--- config.mk ---
export PLATFORM = sky130hd
export DESIGN_NAME = mac_result_accumulator_flat
export DESIGN_NICKNAME = d
export VERILOG_FILES = /design/src/rtl/mac_acc_pkg.sv /design/src/rtl/mac_result_accumulator_if.sv /design/src/rtl/acc_out_fifo.sv /design/src/rtl/mac_result_accumulator.sv /design/src/flat_wrapper.sv
export SDC_FILE = /design/constraint.sdc
export NUM_CORES = 1
export LEC_CHECK = 0
export BUFFER_PORTS_ARGS = -buffer_cell sky130_fd_sc_hd__clkbuf_2
export CORE_MARGIN = 8
export CORE_UTILIZATION = 55
export DETAILED_ROUTE_END_ITERATION = 7
export HOLD_SLACK_MARGIN = 0.02
export PLACE_DENSITY = 0.75
export SLEW_MARGIN = 10
export SYNTH_ARGS = -nofsm -noshare
export SYNTH_HDL_FRONTEND = slang
export SYNTH_SLANG_ARGS = --single-unit
--- constraint.sdc ---
create_clock -name clock -period 3.5 [get_ports clock]
set_input_delay 0.175 -clock clock [delete_from_list [all_inputs] [get_ports clock]]
set_output_delay 0.175 -clock clock [all_outputs]
set_load 0.02 [all_outputs]
--- src/rtl/mac_acc_pkg.sv ---
// Shared constants, entry type and saturation limits for the MAC result accumulator.
package mac_acc_pkg;

  localparam int unsigned MAC_LATENCY_CFG = 3;
  localparam int unsigned ACC_W_CFG       = 32;
  localparam int unsigned MAC_RES_W       = 32;
  localparam int unsigned ACC_W_MAX       = 64;

  typedef struct packed {
    logic                 ovf;
    logic [ACC_W_CFG-1:0] data;
  } acc_entry_t;

  // Limits returned in ACC_W_MAX bits; callers keep the low w bits.
  function automatic logic [ACC_W_MAX-1:0] sat_max(input int unsigned w);
    return (ACC_W_MAX'(1) << (w - 1)) - ACC_W_MAX'(1);
  endfunction

  function automatic logic [ACC_W_MAX-1:0] sat_min(input int unsigned w);
    return ACC_W_MAX'(1) << (w - 1);
  endfunction

endpackage

--- src/rtl/mac_result_accumulator_if.sv ---
// Issue/result/output bundle between operand issuer, MAC and the accumulator.
interface mac_result_accumulator_if
  import mac_acc_pkg::*;
#(
  parameter int unsigned ACC_W = ACC_W_CFG
);
  logic                 issue_valid;
  logic                 issue_last;
  logic                 issue_ready;
  logic [MAC_RES_W-1:0] mac_result;
  logic                 out_valid;
  logic                 out_ready;
  logic [ACC_W-1:0]     out_data;
  logic                 out_ovf;

  modport master (
    output issue_valid, issue_last, mac_result, out_ready,
    input  issue_ready, out_valid, out_data, out_ovf
  );

  modport slave (
    input  issue_valid, issue_last, mac_result, out_ready,
    output issue_ready, out_valid, out_data, out_ovf
  );
endinterface

--- src/rtl/acc_out_fifo.sv ---
// Synchronous first-word-fall-through FIFO holding finished group sums.
module acc_out_fifo
  import mac_acc_pkg::*;
#(
  parameter  int unsigned DEPTH   = 2,
  parameter  int unsigned ENTRY_W = $bits(acc_entry_t),
  localparam int unsigned CNT_W   = $clog2(DEPTH + 1)
) (
  input  logic               clk_i,
  input  logic               rst_i,
  input  logic               push_i,
  input  logic [ENTRY_W-1:0] din_i,
  input  logic               pop_i,
  output logic [ENTRY_W-1:0] dout_o,
  output logic [CNT_W-1:0]   count_o,
  output logic               empty_o
);
  localparam int unsigned PTR_W = (DEPTH > 1) ? $clog2(DEPTH) : 1;

  logic [ENTRY_W-1:0] mem_q [DEPTH];
  logic [PTR_W-1:0]   wr_ptr_q, rd_ptr_q;
  logic [CNT_W-1:0]   count_q;
  logic               full;
  logic               do_pop;

  function automatic logic [PTR_W-1:0] ptr_inc(input logic [PTR_W-1:0] p);
    return (p == PTR_W'(DEPTH - 1)) ? '0 : p + PTR_W'(1);
  endfunction

  assign full    = (count_q == CNT_W'(DEPTH));
  assign empty_o = (count_q == '0);
  assign do_pop  = pop_i & ~empty_o;
  assign dout_o  = mem_q[rd_ptr_q];
  assign count_o = count_q;

  always_ff @(posedge clk_i) begin
    if (rst_i) begin
      wr_ptr_q <= '0;
      rd_ptr_q <= '0;
      count_q  <= '0;
      for (int i = 0; i < int'(DEPTH); i++) mem_q[i] <= '0;
    end else begin
      if (push_i) begin
        mem_q[wr_ptr_q] <= din_i;
        wr_ptr_q        <= ptr_inc(wr_ptr_q);
      end
      if (do_pop) rd_ptr_q <= ptr_inc(rd_ptr_q);
      count_q <= count_q + CNT_W'(push_i) - CNT_W'(do_pop);
    end
  end

  // Credit flow control upstream must keep this from ever firing.
  a_no_overflow: assert property (@(posedge clk_i) disable iff (rst_i) !(push_i && full));

endmodule

--- src/rtl/mac_result_accumulator.sv ---
// Re-times MAC tags, accumulates dot-product groups and queues sums under credit flow control.
module mac_result_accumulator
  import mac_acc_pkg::*;
#(
  parameter int unsigned MAC_LATENCY = MAC_LATENCY_CFG,
  parameter int unsigned ACC_W       = ACC_W_CFG,
  parameter int unsigned OUT_DEPTH   = 2,
  parameter bit          SATURATE    = 1'b1
) (
  input logic                     clock,
  input logic                     reset,
  mac_result_accumulator_if.slave bus
);
  localparam int unsigned CNT_W = $clog2(OUT_DEPTH + 1);
  localparam int unsigned EXT_W = ACC_W + 1 - MAC_RES_W;
  localparam logic [ACC_W-1:0] SAT_MAX = ACC_W'(sat_max(ACC_W));
  localparam logic [ACC_W-1:0] SAT_MIN = ACC_W'(sat_min(ACC_W));

  logic [MAC_LATENCY-1:0] tag_v_q, tag_v_d, tag_l_q, tag_l_d;
  logic [ACC_W-1:0]       acc_q, acc_d;
  logic                   first_q, first_d;
  logic                   ovf_q, ovf_d;
  logic                   push_q, push_d;
  logic [ACC_W:0]         push_entry_q, push_entry_d;
  logic [CNT_W-1:0]       credit_q, credit_d;
  logic                   ready_q, ready_d;

  logic                   acc_beat, issued_last, pop;
  logic [ACC_W-1:0]       base, sum;
  logic [ACC_W:0]         wide;
  logic                   rng_ovf, grp_ovf;
  logic [ACC_W:0]         head;
  logic [CNT_W-1:0]       fifo_count;
  logic                   fifo_empty;

  assign acc_beat    = bus.issue_valid & ready_q;
  assign issued_last = acc_beat & bus.issue_last;
  assign pop         = ~fifo_empty & bus.out_ready;

  // Tag pipe, accumulator and credit next-state.
  always_comb begin
    tag_v_d      = MAC_LATENCY'({tag_v_q, acc_beat});
    tag_l_d      = MAC_LATENCY'({tag_l_q, issued_last});
    acc_d        = acc_q;
    first_d      = first_q;
    ovf_d        = ovf_q;
    push_d       = 1'b0;
    push_entry_d = push_entry_q;

    base    = first_q ? '0 : acc_q;
    wide    = {base[ACC_W-1], base}
            + {{EXT_W{bus.mac_result[MAC_RES_W-1]}}, bus.mac_result};
    rng_ovf = wide[ACC_W] ^ wide[ACC_W-1];
    sum     = wide[ACC_W-1:0];
    if (SATURATE && rng_ovf) sum = wide[ACC_W] ? SAT_MIN : SAT_MAX;
    grp_ovf = ovf_q | rng_ovf;

    // mac_result is only meaningful when the aligned tag says a beat was accepted.
    if (tag_v_q[MAC_LATENCY-1]) begin
      if (tag_l_q[MAC_LATENCY-1]) begin
        push_d       = 1'b1;
        push_entry_d = {grp_ovf, sum};
        acc_d        = '0;
        ovf_d        = 1'b0;
        first_d      = 1'b1;
      end else begin
        acc_d   = sum;
        ovf_d   = grp_ovf;
        first_d = 1'b0;
      end
    end

    // Freed credits reach issue_ready one cycle late; consumed ones block immediately.
    credit_d = credit_q + CNT_W'(pop) - CNT_W'(issued_last);
    ready_d  = (credit_q - CNT_W'(issued_last)) != '0;
  end

  always_ff @(posedge clock) begin
    if (reset) begin
      tag_v_q      <= '0;
      tag_l_q      <= '0;
      acc_q        <= '0;
      first_q      <= 1'b1;
      ovf_q        <= 1'b0;
      push_q       <= 1'b0;
      push_entry_q <= '0;
      credit_q     <= CNT_W'(OUT_DEPTH);
      ready_q      <= 1'b0;
    end else begin
      tag_v_q      <= tag_v_d;
      tag_l_q      <= tag_l_d;
      acc_q        <= acc_d;
      first_q      <= first_d;
      ovf_q        <= ovf_d;
      push_q       <= push_d;
      push_entry_q <= push_entry_d;
      credit_q     <= credit_d;
      ready_q      <= ready_d;
    end
  end

  acc_out_fifo #(
    .DEPTH   (OUT_DEPTH),
    .ENTRY_W (ACC_W + 1)
  ) u_fifo (
    .clk_i   (clock),
    .rst_i   (reset),
    .push_i  (push_q),
    .din_i   (push_entry_q),
    .pop_i   (pop),
    .dout_o  (head),
    .count_o (fifo_count),
    .empty_o (fifo_empty)
  );

  assign bus.issue_ready = ready_q;
  assign bus.out_valid   = ~fifo_empty;
  assign bus.out_data    = head[ACC_W-1:0];
  assign bus.out_ovf     = head[ACC_W];

  a_credit_bound: assert property (@(posedge clock) disable iff (reset)
    (32'(credit_q) + 32'(fifo_count)) <= 32'(OUT_DEPTH));

endmodule

--- src/flat_wrapper.sv ---
// flat-port wrapper written by rule: the top's interface ports become plain ports
module mac_result_accumulator_flat import mac_acc_pkg::*;
#(
  parameter int unsigned MAC_LATENCY = MAC_LATENCY_CFG,
  parameter int unsigned ACC_W       = ACC_W_CFG,
  parameter int unsigned OUT_DEPTH   = 2,
  parameter bit          SATURATE    = 1'b1
)
  (clock, reset, bus_issue_valid, bus_issue_last, bus_mac_result, bus_out_ready, bus_issue_ready, bus_out_valid, bus_out_data, bus_out_ovf);
  mac_result_accumulator_if #(.ACC_W(ACC_W)) bus_i ();
  input logic clock;
  input logic reset;
  input wire logic [$bits(bus_i.issue_valid)-1:0] bus_issue_valid;
  input wire logic [$bits(bus_i.issue_last)-1:0] bus_issue_last;
  input wire logic [$bits(bus_i.mac_result)-1:0] bus_mac_result;
  input wire logic [$bits(bus_i.out_ready)-1:0] bus_out_ready;
  output wire logic [$bits(bus_i.issue_ready)-1:0] bus_issue_ready;
  output wire logic [$bits(bus_i.out_valid)-1:0] bus_out_valid;
  output wire logic [$bits(bus_i.out_data)-1:0] bus_out_data;
  output wire logic [$bits(bus_i.out_ovf)-1:0] bus_out_ovf;
  assign bus_i.issue_valid = bus_issue_valid;
  assign bus_i.issue_last = bus_issue_last;
  assign bus_i.mac_result = bus_mac_result;
  assign bus_i.out_ready = bus_out_ready;
  assign bus_issue_ready = bus_i.issue_ready;
  assign bus_out_valid = bus_i.out_valid;
  assign bus_out_data = bus_i.out_data;
  assign bus_out_ovf = bus_i.out_ovf;
  mac_result_accumulator #(.MAC_LATENCY(MAC_LATENCY), .ACC_W(ACC_W), .OUT_DEPTH(OUT_DEPTH), .SATURATE(SATURATE)) u_core (.clock(clock), .reset(reset), .bus(bus_i));
endmodule
==> run metrics <==
Cells after Synth 719; Hold Path Class input pin to flop; Leak 3.65 nW; max-cap check violation count 0; Cell Rows 43; setup TNS 0 ps; pre-CTS WS 46.0 ps; Syn Nets 793; Nets 856; skew final 7.60 ps; Synth warnings 0; Netlist cell types 58; top cells by area, synth edfxtp_1, dfxtp_1, a221o_1; drt total wl 17900 µm; IO Pins 72; cell area power density 482 nW/µm²; Die Area 18200 µm²; Fmax 301 MHz; Initial DRC Count 565; pin count of the biggest net entering global routing 36; vias in the first global route 5582; Vias/cell 5.97; relative slew slack 31.0%; Netlist Area Pre-Place 7780 µm²; slowest CP cell nor2_4; asr flop ratio synth 0%; Hold Vio Cnt, Final 0; worst hold margin 189 ps; Pins Over Slew Limit 0; Crit Path Class flop to flop; Final WS setup 176 ps; #FFs+latches synth 148; number of antenna diodes 0; total number of vias 5818; Post-DP HPWL 12400 µm; Die Ht 135 µm; clk sinks 148; initial antenna violation count 0; min cycle time layout 3320 ps; slew of the pin with the lowest slew margin 1030 ps; clk slew on worst S/H paths 60 ps; GPL Wtd Cong 0.962; Buf+Inv Stages, Crit Path 2; first-pass detailed-route iteration total 7; # DRC 0; clk_lat worst skew 410 ps; initial core utilization 56.3%; CTS tree yes; core area 13800 µm²; antenna viol nets, final 0; CP Capture Type flop; top cell family by delay on the critical path compound AO/OA/AOI/OAI gates; wire length of the first global-routing pass 28500 µm; grt ovf 0; largest area contributor in the netlist edfxtp_1; Synth top area share 25.5%; total track usage 19.6%; CP max stage delay 540 ps; most instantiated cells after synthesis dfxtp_1, and2_1, edfxtp_1, a221o_1, nor2b_1; RSZ-0062 raised after global routing no; crit path max fanout 28; peak supply drop 0.000381 V; Worst Path Required 3850 ps; Die Wd 135 µm; Seq/Total Area, Yosys 46.6%; Syn-to-layout area delta 14.5%; Avg WL per Cell 18.3 µm; Main synth FF type dfxtp_1; Final Power 4.29 mW; CP Launch Type flop; Avg Cell Area, Syn 10.8 µm²; CP arrival 3670 ps; Num CTS Buffers 17; critical-path cell list buf_12, nor2b_1, ha_1, inv_1, fa_1, nand2b_1, a21o_1, a31o_2, a211oi_4, o21a_1, mux2i_4, nor2_4, a221o_1; period utilization 95.0%; most common cell in the netlist dfxtp_1; H-tree depth 4; fin util 64.4%; endpoints failing setup 0; clk root buf clkbuf_16; share of post-route cells with drive strength above 1 22.6%; EDFF count, synth 66; status finished clean; clock buffer depth 2; IO buf count 71
worst register-to-register path, delay by kind of cell (launching register included):
kind	cells	cell delay, ps
AO/OA/AOI/OAI	5	1090
AND/OR/NAND/NOR	3	850
adder cells (fa/ha/maj)	2	590
flip-flops	1	360
buffers and inverters	2	230
multiplexers	1	130
metal layers:
layer	vias to the layer above	global-route usage [%]	routed length (µm)
met5	-	0	0
met2	223	29.4	8120
met3	24	4.49	1230
met4	0	7.34	309
met1	2790	27.0	8210
li1	2781	-	-
cell usage in the layout, fill, tap and decap left out, types with 17 or more instances in the layout:
| cell | netlist | final |
|---|---|---|
| dfxtp_1 | 82 | 81 |
| and2_1 | 71 | 71 |
| clkbuf_2 | 0 | 71 |
| edfxtp_1 | 66 | 66 |
| a221o_1 | 54 | 54 |
| nor2b_1 | 43 | 43 |
| a21oi_1 | 39 | 38 |
| nand2_1 | 37 | 37 |
| ha_1 | 36 | 35 |
| mux2_2 | 33 | 33 |
| nor2_1 | 30 | 28 |
| o21ai_0 | 20 | 20 |
| xnor2_1 | 18 | 18 |
| clkbuf_16 | 0 | 17 |
repair_timing:
item / in CTS / in global routing
hold buffers: 1 / 0
endpoints found under the hold margin: 1 / 0
endpoints found under the setup margin: 0 / 57
setup buffers: 0 / 1
gates resized for setup: 0 / 5
per-stage QoR:
| stage | cells | instance area [µm²] |
|---|---|---|
| 4_1_cts | 973 | 8870 |
| 3_5_place_dp | 940 | 8270 |
| 6_report | 975 | 8910 |
| 2_1_floorplan | 719 | 7780 |
| 3_3_place_gp | 940 | 8270 |
| 5_1_grt | 975 | 8910 |
layout make-up:
| type | count | area, µm² |
|---|---|---|
| multi-input cells | 517 | 3920 |
| clock inverters | 9 | 101 |
| clock buffers | 23 | 488 |
| well taps | 180 | 225 |
| inverters | 14 | 52.6 |
| flip-flops and latches | 148 | 3620 |
| fillers | 1086 | 4920 |
| repair buffers | 84 | 493 |
registers in the layout, summed over array words and instances (netlist names), named ones only:
signal / flops
u_core.u_fifo.mem_q: 66
u_core.credit_q: 2
u_core.u_fifo.count_o: 2
u_core.push_entry_q: 33
u_core.tag_v_q: 3
u_core.tag_l_q: 3
u_core.ovf_q: 1
u_core.bus.issue_ready: 1
u_core.push_q: 1
u_core.acc_q: 32
u_core.u_fifo.rd_ptr_q: 1
u_core.u_fifo.wr_ptr_q: 1
u_core.first_q: 1
cells by family (layout without fill, tap and decap cells):
| logic type | count (synthesis) | count (layout) | share of synthesized area (%) |
|---|---|---|---|
| flops | 148 | 148 | 46.6 |
| mux | 36 | 36 | 5.39 |
| compound gates | 180 | 180 | 18.0 |
| buf+inv | 55 | 130 | 3.73 |
| fa+ha+maj | 37 | 37 | 6.05 |
| xor+xnor | 34 | 34 | 3.92 |
| simple gates | 229 | 230 | 16.4 |
final timing paths:
path                           startpoint                           end  slack, ps  depth (start not counted)
max           u_core.first_q$_SDFFE_PP1P_  u_core.acc_q[2]$_SDFFE_PP0P_        180                         13
min                        bus_issue_last  u_core.tag_l_q[0]$_SDFF_PP0_        190                          3
max reg2reg   u_core.first_q$_SDFFE_PP1P_  u_core.acc_q[2]$_SDFFE_PP0P_        180                         13
min reg2reg  u_core.tag_l_q[1]$_SDFF_PP0_  u_core.tag_l_q[2]$_SDFF_PP0_        440                          1
power breakdown:
| group | switching [mW] | internal, mW |
|---|---|---|
| sequential | 0.0224 | 1.86 |
| combinational | 0.368 | 0.253 |
| clock | 0.665 | 1.12 |
Power figures use the tool's default switching activity.
